===== config.mk =====
export PLATFORM = sky130hd
export DESIGN_NAME = i2c_regmap_slave
export DESIGN_NICKNAME = d
export VERILOG_FILES = /design/src/rtl/i2c_regmap_slave.sv
export SDC_FILE = /design/constraint.sdc
export NUM_CORES = 1
export LEC_CHECK = 0
export BUFFER_PORTS_ARGS = -buffer_cell sky130_fd_sc_hd__buf_2
export CORE_UTILIZATION = 40
export CTS_CLUSTER_SIZE = 12
export DETAILED_ROUTE_END_ITERATION = 10
export MAX_ROUTING_LAYER = met4
export PLACE_DENSITY_LB_ADDON = 0.12
export SETUP_SLACK_MARGIN = 0.4
export SLEW_MARGIN = 0
export SYNTH_ARGS = -nofsm -noshare
export SYNTH_HDL_FRONTEND = slang
export SYNTH_SLANG_ARGS = --single-unit

===== constraint.sdc =====
create_clock -name clk -period 4.9 [get_ports clk]
set_input_delay 0.49 -clock clk [delete_from_list [all_inputs] [get_ports clk]]
set_output_delay 0.49 -clock clk [all_outputs]
set_load 0.05 [all_outputs]

===== src/rtl/i2c_regmap_slave.sv =====
// ----------------------------------------------------------------------------
// i2c_regmap_slave
//
// I2C target exposing a byte-addressed register map to an I2C master.
//   registers 0 .. N_RD-1            : read-only bytes sampled from rd_bus
//   registers N_RD .. N_RD+N_WR-1    : writable control bytes on wr_regs
//   anything beyond                   : reads as 8'hFF, writes are discarded
// An 8-bit register pointer (set by the first data byte of a write, then
// auto-incremented per byte, modulo 256) is kept across transactions, so a
// "write pointer, repeated START, read" sequence works.
//
// Optional feature (compile-time macro I2C_REGMAP_SNAPSHOT_EN):
//   defined   : all of rd_bus is captured into a shadow register on a
//               read-address match; every byte of that read comes from the
//               shadow, so multi-byte reads are coherent.
//   undefined : each byte is taken live from rd_bus when it is loaded.
//
// Ports:
//   clk        in   system clock (single domain, >= 16x SCL)
//   rst_n      in   asynchronous active-low reset
//   scl_in     in   SCL from pad (asynchronous)
//   sda_in     in   SDA from pad (asynchronous)
//   sda_oe     out  1 = pull SDA low, 0 = release
//   rd_bus     in   read-only bytes, rd_bus[7:0] is register 0
//   wr_regs    out  writable bytes, wr_regs[7:0] is register N_RD
//   wr_strobe  out  one-clk pulse per byte written, one bit per byte
//   busy       out  high from an accepted START until STOP, mismatch, reset
// ----------------------------------------------------------------------------
module i2c_regmap_slave #(
  parameter logic [6:0] I2C_ADDR = 7'h64,
  parameter int         N_RD     = 4,
  parameter int         N_WR     = 2
) (
  input  logic                clk,
  input  logic                rst_n,
  input  logic                scl_in,
  input  logic                sda_in,
  output logic                sda_oe,
  input  logic [8*N_RD-1:0]   rd_bus,
  output logic [8*N_WR-1:0]   wr_regs,
  output logic [N_WR-1:0]     wr_strobe,
  output logic                busy
);

  typedef enum logic [3:0] {
    S_IDLE,
    S_ADDR,
    S_ADDR_ACK,
    S_PTR,
    S_PTR_ACK,
    S_WDATA,
    S_WDATA_ACK,
    S_RDATA,
    S_RDATA_MACK,
    S_WAIT
  } state_t;

  // Read value of register p: live/shadow read bytes, writable readback, or FF.
  function automatic logic [7:0] f_read_byte(
    input logic [7:0]        p,
    input logic [8*N_RD-1:0] rd,
    input logic [8*N_WR-1:0] wr
  );
    logic [7:0] v;
    v = 8'hFF;
    for (int i = 0; i < N_RD; i++) begin
      if (p == 8'(i)) v = rd[8*i +: 8];
    end
    for (int i = 0; i < N_WR; i++) begin
      if (p == 8'(N_RD + i)) v = wr[8*i +: 8];
    end
    return v;
  endfunction

  // --------------------------------------------------------------------------
  // Pad synchronisers and edge detect. Idle bus level is high, so the chain
  // resets to 1 to avoid a phantom START/STOP right after reset.
  // --------------------------------------------------------------------------
  logic r_scl_s1, r_scl_s2, r_scl_d;
  logic r_sda_s1, r_sda_s2, r_sda_d;

  always_ff @(posedge clk or negedge rst_n) begin
    if (!rst_n) begin
      r_scl_s1 <= 1'b1;
      r_scl_s2 <= 1'b1;
      r_scl_d  <= 1'b1;
      r_sda_s1 <= 1'b1;
      r_sda_s2 <= 1'b1;
      r_sda_d  <= 1'b1;
    end else begin
      r_scl_s1 <= scl_in;
      r_scl_s2 <= r_scl_s1;
      r_scl_d  <= r_scl_s2;
      r_sda_s1 <= sda_in;
      r_sda_s2 <= r_sda_s1;
      r_sda_d  <= r_sda_s2;
    end
  end

  logic w_scl_rise, w_scl_fall, w_start, w_stop;

  assign w_scl_rise = r_scl_s2 & ~r_scl_d;
  assign w_scl_fall = ~r_scl_s2 & r_scl_d;
  // SDA transitions are only bus conditions while SCL is stably high.
  assign w_start    = r_scl_s2 & r_scl_d & ~r_sda_s2 & r_sda_d;
  assign w_stop     = r_scl_s2 & r_scl_d & r_sda_s2 & ~r_sda_d;

  // --------------------------------------------------------------------------
  // Protocol state
  // --------------------------------------------------------------------------
  state_t             r_state;
  logic [3:0]         r_bit_cnt;
  logic [7:0]         r_shift;
  logic [7:0]         r_ptr;
  logic               r_ack_on;
  logic               r_rw;
  logic               r_sda_oe;
  logic [8*N_WR-1:0]  r_wr_regs;
  logic [N_WR-1:0]    r_wr_strobe;

  state_t             w_state_nxt;
  logic [3:0]         w_cnt_nxt;
  logic [7:0]         w_shift_nxt;
  logic [7:0]         w_ptr_nxt;
  logic               w_ack_on_nxt;
  logic               w_rw_nxt;
  logic               w_oe_nxt;
  logic [8*N_WR-1:0]  w_wr_regs_nxt;
  logic [N_WR-1:0]    w_strobe_nxt;

  logic [7:0]         w_rx_byte;
  logic [7:0]         w_ptr_inc;
  logic [3:0]         w_cnt_inc;
  logic [2:0]         w_bit_idx;
  logic [8*N_RD-1:0]  w_rd_src;
  logic [7:0]         w_rd_cur;
  logic [7:0]         w_rd_nxt;

  // Byte as it stands after shifting in the bit sampled on this SCL rise.
  assign w_rx_byte = {r_shift[6:0], r_sda_s2};
  assign w_ptr_inc = r_ptr + 8'd1;
  assign w_cnt_inc = r_bit_cnt + 4'd1;
  // r_bit_cnt counts read bits already clocked out; next bit is MSB-first.
  assign w_bit_idx = 3'd7 - r_bit_cnt[2:0];

`ifdef I2C_REGMAP_SNAPSHOT_EN
  logic [8*N_RD-1:0] r_snap;
  logic              w_snap_take;

  assign w_snap_take = (r_state == S_ADDR) && w_scl_rise && !w_start && !w_stop &&
                       (r_bit_cnt == 4'd7) && (w_rx_byte == {I2C_ADDR, 1'b1});

  always_ff @(posedge clk or negedge rst_n) begin
    if (!rst_n) begin
      r_snap <= '0;
    end else if (w_snap_take) begin
      r_snap <= rd_bus;
    end
  end

  assign w_rd_src = r_snap;
`else
  assign w_rd_src = rd_bus;
`endif

  assign w_rd_cur = f_read_byte(r_ptr, w_rd_src, r_wr_regs);
  assign w_rd_nxt = f_read_byte(w_ptr_inc, w_rd_src, r_wr_regs);

  always_ff @(posedge clk or negedge rst_n) begin
    if (!rst_n) begin
      r_state     <= S_IDLE;
      r_bit_cnt   <= '0;
      r_shift     <= '0;
      r_ptr       <= '0;
      r_ack_on    <= 1'b0;
      r_rw        <= 1'b0;
      r_sda_oe    <= 1'b0;
      r_wr_regs   <= '0;
      r_wr_strobe <= '0;
    end else begin
      r_state     <= w_state_nxt;
      r_bit_cnt   <= w_cnt_nxt;
      r_shift     <= w_shift_nxt;
      r_ptr       <= w_ptr_nxt;
      r_ack_on    <= w_ack_on_nxt;
      r_rw        <= w_rw_nxt;
      r_sda_oe    <= w_oe_nxt;
      r_wr_regs   <= w_wr_regs_nxt;
      r_wr_strobe <= w_strobe_nxt;
    end
  end

  always_comb begin
    w_state_nxt   = r_state;
    w_cnt_nxt     = r_bit_cnt;
    w_shift_nxt   = r_shift;
    w_ptr_nxt     = r_ptr;
    w_ack_on_nxt  = r_ack_on;
    w_rw_nxt      = r_rw;
    w_oe_nxt      = r_sda_oe;
    w_wr_regs_nxt = r_wr_regs;
    w_strobe_nxt  = '0;

    // Bus conditions win over bit processing in the same cycle.
    if (w_stop) begin
      w_state_nxt  = S_IDLE;
      w_oe_nxt     = 1'b0;
      w_ack_on_nxt = 1'b0;
    end else if (w_start) begin
      w_state_nxt  = S_ADDR;
      w_cnt_nxt    = '0;
      w_oe_nxt     = 1'b0;
      w_ack_on_nxt = 1'b0;
    end else begin
      unique case (r_state)
        S_IDLE, S_WAIT: begin
          w_oe_nxt = 1'b0;
        end

        S_ADDR: begin
          if (w_scl_rise) begin
            w_shift_nxt = w_rx_byte;
            w_cnt_nxt   = w_cnt_inc;
            if (r_bit_cnt == 4'd7) begin
              if (w_rx_byte[7:1] == I2C_ADDR) begin
                w_rw_nxt     = w_rx_byte[0];
                w_ack_on_nxt = 1'b0;
                w_state_nxt  = S_ADDR_ACK;
              end else begin
                w_state_nxt  = S_WAIT;
              end
            end
          end
        end

        // ACK window: first SCL fall (8th) pulls SDA, second (9th) ends it.
        S_ADDR_ACK: begin
          if (w_scl_fall) begin
            if (!r_ack_on) begin
              w_oe_nxt     = 1'b1;
              w_ack_on_nxt = 1'b1;
            end else begin
              w_ack_on_nxt = 1'b0;
              w_cnt_nxt    = '0;
              if (r_rw) begin
                // First read bit goes out on the same fall that ends the ACK.
                w_shift_nxt = w_rd_cur;
                w_oe_nxt    = ~w_rd_cur[7];
                w_state_nxt = S_RDATA;
              end else begin
                w_oe_nxt    = 1'b0;
                w_state_nxt = S_PTR;
              end
            end
          end
        end

        S_PTR: begin
          if (w_scl_rise) begin
            w_shift_nxt = w_rx_byte;
            w_cnt_nxt   = w_cnt_inc;
            if (r_bit_cnt == 4'd7) begin
              w_ptr_nxt    = w_rx_byte;
              w_ack_on_nxt = 1'b0;
              w_state_nxt  = S_PTR_ACK;
            end
          end
        end

        S_PTR_ACK, S_WDATA_ACK: begin
          if (w_scl_fall) begin
            if (!r_ack_on) begin
              w_oe_nxt     = 1'b1;
              w_ack_on_nxt = 1'b1;
            end else begin
              w_oe_nxt     = 1'b0;
              w_ack_on_nxt = 1'b0;
              w_cnt_nxt    = '0;
              w_state_nxt  = S_WDATA;
            end
          end
        end

        S_WDATA: begin
          if (w_scl_rise) begin
            w_shift_nxt = w_rx_byte;
            w_cnt_nxt   = w_cnt_inc;
            if (r_bit_cnt == 4'd7) begin
              for (int i = 0; i < N_WR; i++) begin
                if (r_ptr == 8'(N_RD + i)) begin
                  w_wr_regs_nxt[8*i +: 8] = w_rx_byte;
                  w_strobe_nxt[i]         = 1'b1;
                end
              end
              w_ptr_nxt    = w_ptr_inc;
              w_ack_on_nxt = 1'b0;
              w_state_nxt  = S_WDATA_ACK;
            end
          end
        end

        S_RDATA: begin
          if (w_scl_rise) begin
            if (r_bit_cnt != 4'd8) w_cnt_nxt = w_cnt_inc;
          end else if (w_scl_fall) begin
            if (r_bit_cnt == 4'd8) begin
              w_oe_nxt    = 1'b0;
              w_state_nxt = S_RDATA_MACK;
            end else begin
              w_oe_nxt    = ~r_shift[w_bit_idx];
            end
          end
        end

        S_RDATA_MACK: begin
          if (w_scl_rise) begin
            if (!r_sda_s2) begin
              // Master ACK: next byte is driven from the following SCL fall.
              w_ptr_nxt   = w_ptr_inc;
              w_shift_nxt = w_rd_nxt;
              w_cnt_nxt   = '0;
              w_state_nxt = S_RDATA;
            end else begin
              w_state_nxt = S_WAIT;
            end
          end
        end

        default: begin
          w_state_nxt = S_IDLE;
          w_oe_nxt    = 1'b0;
        end
      endcase
    end
  end

  assign sda_oe    = r_sda_oe;
  assign wr_regs   = r_wr_regs;
  assign wr_strobe = r_wr_strobe;
  assign busy      = (r_state != S_IDLE) && (r_state != S_WAIT);

endmodule


==> results by group <==
Outcome
  – Status: complete, no violations

Synthesis
  – Post-synth EDFFs: 0
  – Main synth FF type: dfrtp_1
  – Mapped Nets: 545
  – Distinct cell type count after synthesis: 68
  – Post-synth ARST share: 1.00
  – Cell Area, Synth: slightly above 4000 sq um
  – Most area-hungry cell type in the Yosys netlist: dfrtp_1
  – Top cell type's share of synthesized area: 0.275
  – Synthesized flop and latch total: 51
  – Syn Area/Cell: 8.16 sq um
  – Post-synthesis sequential area ratio: 0.313
  – Synth warnings: 0
  – Area contributors post-synth: dfrtp_1, a21oi_1, mux2_2, o21ai_0, dfstp_2
  – Synthesized instance count: 502

Hold path
  – Hold Crit Class: primary input to register

Setup path
  – Crit Path Class: register to register
  – CP arrival: 3440 ps
  – CP max stage cell: a22oi_1
  – CP max stage delay: 750 ps
  – Ordered list of cells on the worst path: ha_1 > and3_1 > nand3_1 > a22oi_1 > nand4_1 > a211o_1 > o211ai_1
  – Crit-path max FO: 17
  – Critical path capture point type: register
  – Worst Setup Start Kind: register
  – CP required: 5140 ps

Drt
  – DRC violations left: 0
  – Initial DRT Pass Iterations: 5
  – Antenna Nets Post-Route: 0
  – DR iter-0 viols: 301
  – Routed vias/inst: 6.11
  – Wire length per cell: a little under 20 microns
  – DR vias: 4,044
  – Final wirelength: roughly 13,000 microns

Die
  – Die extent in y: around 100 microns
  – Core footprint: 9860 sq um
  – Die Area: between 10,000 and 15,000 sq um
  – Die width: 103 microns
  – IO Count: 56
  – Row Count: 36
  – Starting Density: 0.415

Power and ir drop
  – Sequential Power Share: 0.330
  – Pwr dens: 427 nW/um^2
  – Leak: 1.79 nW
  – Peak supply drop: roughly 0.0002 V
  – Combinational power share: 0.535
  – Net Switching: 935 uW
  – Sw Ratio: 0.489
  – Cell-internal power: 977 uW
  – Clk network pwr share: 0.135

Clocking
  – Post-CTS Setup Bufs: 0
  – PostCTS Resize Cnt: 0
  – Inserted Clock Buffers: 5
  – Hold_buf cts: 0
  – Clk buf depth: 2
  – Clock Sinks: between 50 and 60
  – Htree depth: 2
  – Root buffer cell: clkbuf_8
  – CTS tree: done
  – Worst-Skew Late Latency: 320 ps
  – Worst-path clk slew: about 110 ps

Timing
  – Tmin final: 3200 ps
  – Slew HR: 0.396
  – Max Freq: 313 MHz
  – Final hold vios: 0
  – Setup tns final: 0 ps
  – Setup violators final: 0
  – Clk_skew: 12.7 ps
  – Final Slew Violations: 0
  – Fin Hold WS: 267 ps
  – Fin crit share: 0.653
  – Worst Tran Pin Value: 905 ps
  – RSZ-0062 raised after global routing: false

Layout
  – Synthesis-to-finish area growth: 9.29%
  – ANT cells: 0
  – Final Instance Area: 4480 sq um
  – Fill count: around 1,000
  – Share of post-route cells with drive strength above 1: 0.198
  – Final #Nets: 571

Placement
  – Post-DP HPWL: 9440 microns
  – Placed Area: 4390 sq um
  – Final Wtd Congestion: ~0.93
  – Port Buf Inserts: 55

Global route
  – Total GRT Usage: 0.267
  – Pin count of the biggest net entering global routing: between 50 and 60
  – Vias in the first global route: between 3,000 and 4,000
  – GRT overflow: 0
  – Global-route wire length before repair: ~21,000 microns
  – Initial antenna violation count: 0

Run
  – Max_cap viols: 0
==> cells by family after synthesis <==
logic type,count (synthesis),share of synthesized area
buffers and inverters,61,0.0642
AND/OR/NAND/NOR,173,0.225
AO/OA/AOI/OAI,176,0.281
flip-flops,51,0.313
adder cells (fa/ha/maj),7,0.0214
multiplexers,30,0.0855
XOR/XNOR,4,0.00856
==> synth_stat cells (all sizes together), types with 3 or more instances <==
master   count
o32ai        3
a31oi        7
a21oi       49
nand4        9
or3          3
o22a         3
o31ai        8
xnor2        3
o32a         3
and3         3
nand2b      10
clkbuf      24
a21o         5
nor3        14
a22oi        7
a22o         3
nand2       42
o2111ai      5
o22ai       10
nand3       20
a211oi       5
nor3b        9
o21ai       35
o21bai       3
nand3b       4
nor2b       14
inv         20
mux2        20
ha           7
buf         17
o211ai      13
dfrtp       45
nor2        35
dfstp        6
mux2i        8
==> power groups by stage <==
stage	Combinational, mW	Clock, mW	Sequential (mW)
finish	1.02	0.258	0.631
CTS	1.00	0.266	0.631
global route	1.12	0.281	0.646
floorplan	0.818	0	0.533
detailed placement	1.00	0	0.640
global placement	0.997	0	0.639
==> per-stage QoR <==
stage / cells / setup WS, ps / util / total power [mW]
3_5_place_dp: 654 / 1790 / 0.445 / 1.64
6_report: 662 / 1700 / 0.454 / 1.91
2_1_floorplan: 502 / 2800 / - / 1.35
4_1_cts: 662 / 1750 / 0.454 / 1.90
5_1_grt: 662 / 1360 / 0.454 / 2.04
3_3_place_gp: 654 / 1890 / 0.445 / 1.64
==> final cells by class <==
cell class / instances / area (sq um) / area share
Sequential cell: 51 / 1280 / 0.287
Inverter: 20 / 75.1 / 0.0168
Tap cell: 133 / 166 / 0.0372
Multi-Input combinational cell: 390 / 2550 / 0.569
Clock buffer: 5 / 68.8 / 0.0154
Timing Repair Buffer: 60 / 313 / 0.0699
Clock inverter: 3 / 20.0 / 0.00447
==> sequential cells by signal (all words and copies together), names as in the netlist <==
register and cells:
r_bit_cnt 4, r_ack_on 1, r_scl_s1 1, r_shift 8
r_rw 1, r_ptr 8, sda_oe 1, r_scl_s2 1
r_scl_d 1, r_state 4, wr_strobe 2, wr_regs 16
r_sda_d 1, r_sda_s2 1, r_sda_s1 1
==> critical path: cells and delay by family (launching register included) <==
family,cells,cell delay (ps)
adders and majority gates,1,550
DFF,1,510
and+or+nand+nor,3,840
AOI/OAI and AO/OA,3,1230
==> placed cells by master (no fill, tap or decap), types with 6 or more instances in the layout <==
cell type,netlist,layout
mux2i_1,8,8
nor3b_1,9,9
nand4_1,9,9
nand3_1,20,20
ha_1,7,7
o31ai_1,7,7
inv_1,20,20
o22ai_1,9,9
mux2_2,20,20
a22oi_1,7,7
nand2b_1,10,10
nor2_1,33,33
dfstp_2,6,6
nor2b_1,14,14
dfrtp_1,45,45
buf_2,13,55
a31oi_1,7,7
o211ai_1,13,13
nor3_1,12,12
nand2_1,42,42
o21ai_0,33,33
a21oi_1,49,49
==> routing by layer <==
metal | share of wire | GRT usage | vias up
li1 | - | - | 1928
met1 | 0.47 | 0.392 | 1918
met2 | 0.45 | 0.400 | 181
met3 | 0.067 | 0.0235 | 17
met4 | 0.015 | 0.0553 | 0
met5 | 0 | - | -
==> worst paths after layout <==
path | slack (ps) | start | endpoint | cells past startpoint
worst min register to register | 360 | r_sda_s1 | r_sda_s2 | 0
worst min-delay path | 270 | scl_in | r_scl_s1 | 1
worst max-delay path | 1700 | r_ptr[0] | r_shift[0] | 7
max in group asynchronous | 4170 | rst_n | wr_regs[3] | 2
worst max register to register | 1700 | r_ptr[0] | r_shift[0] | 7
min in group asynchronous | 290 | rst_n | r_state[0] | 2
Power figures use the tool's default switching activity.
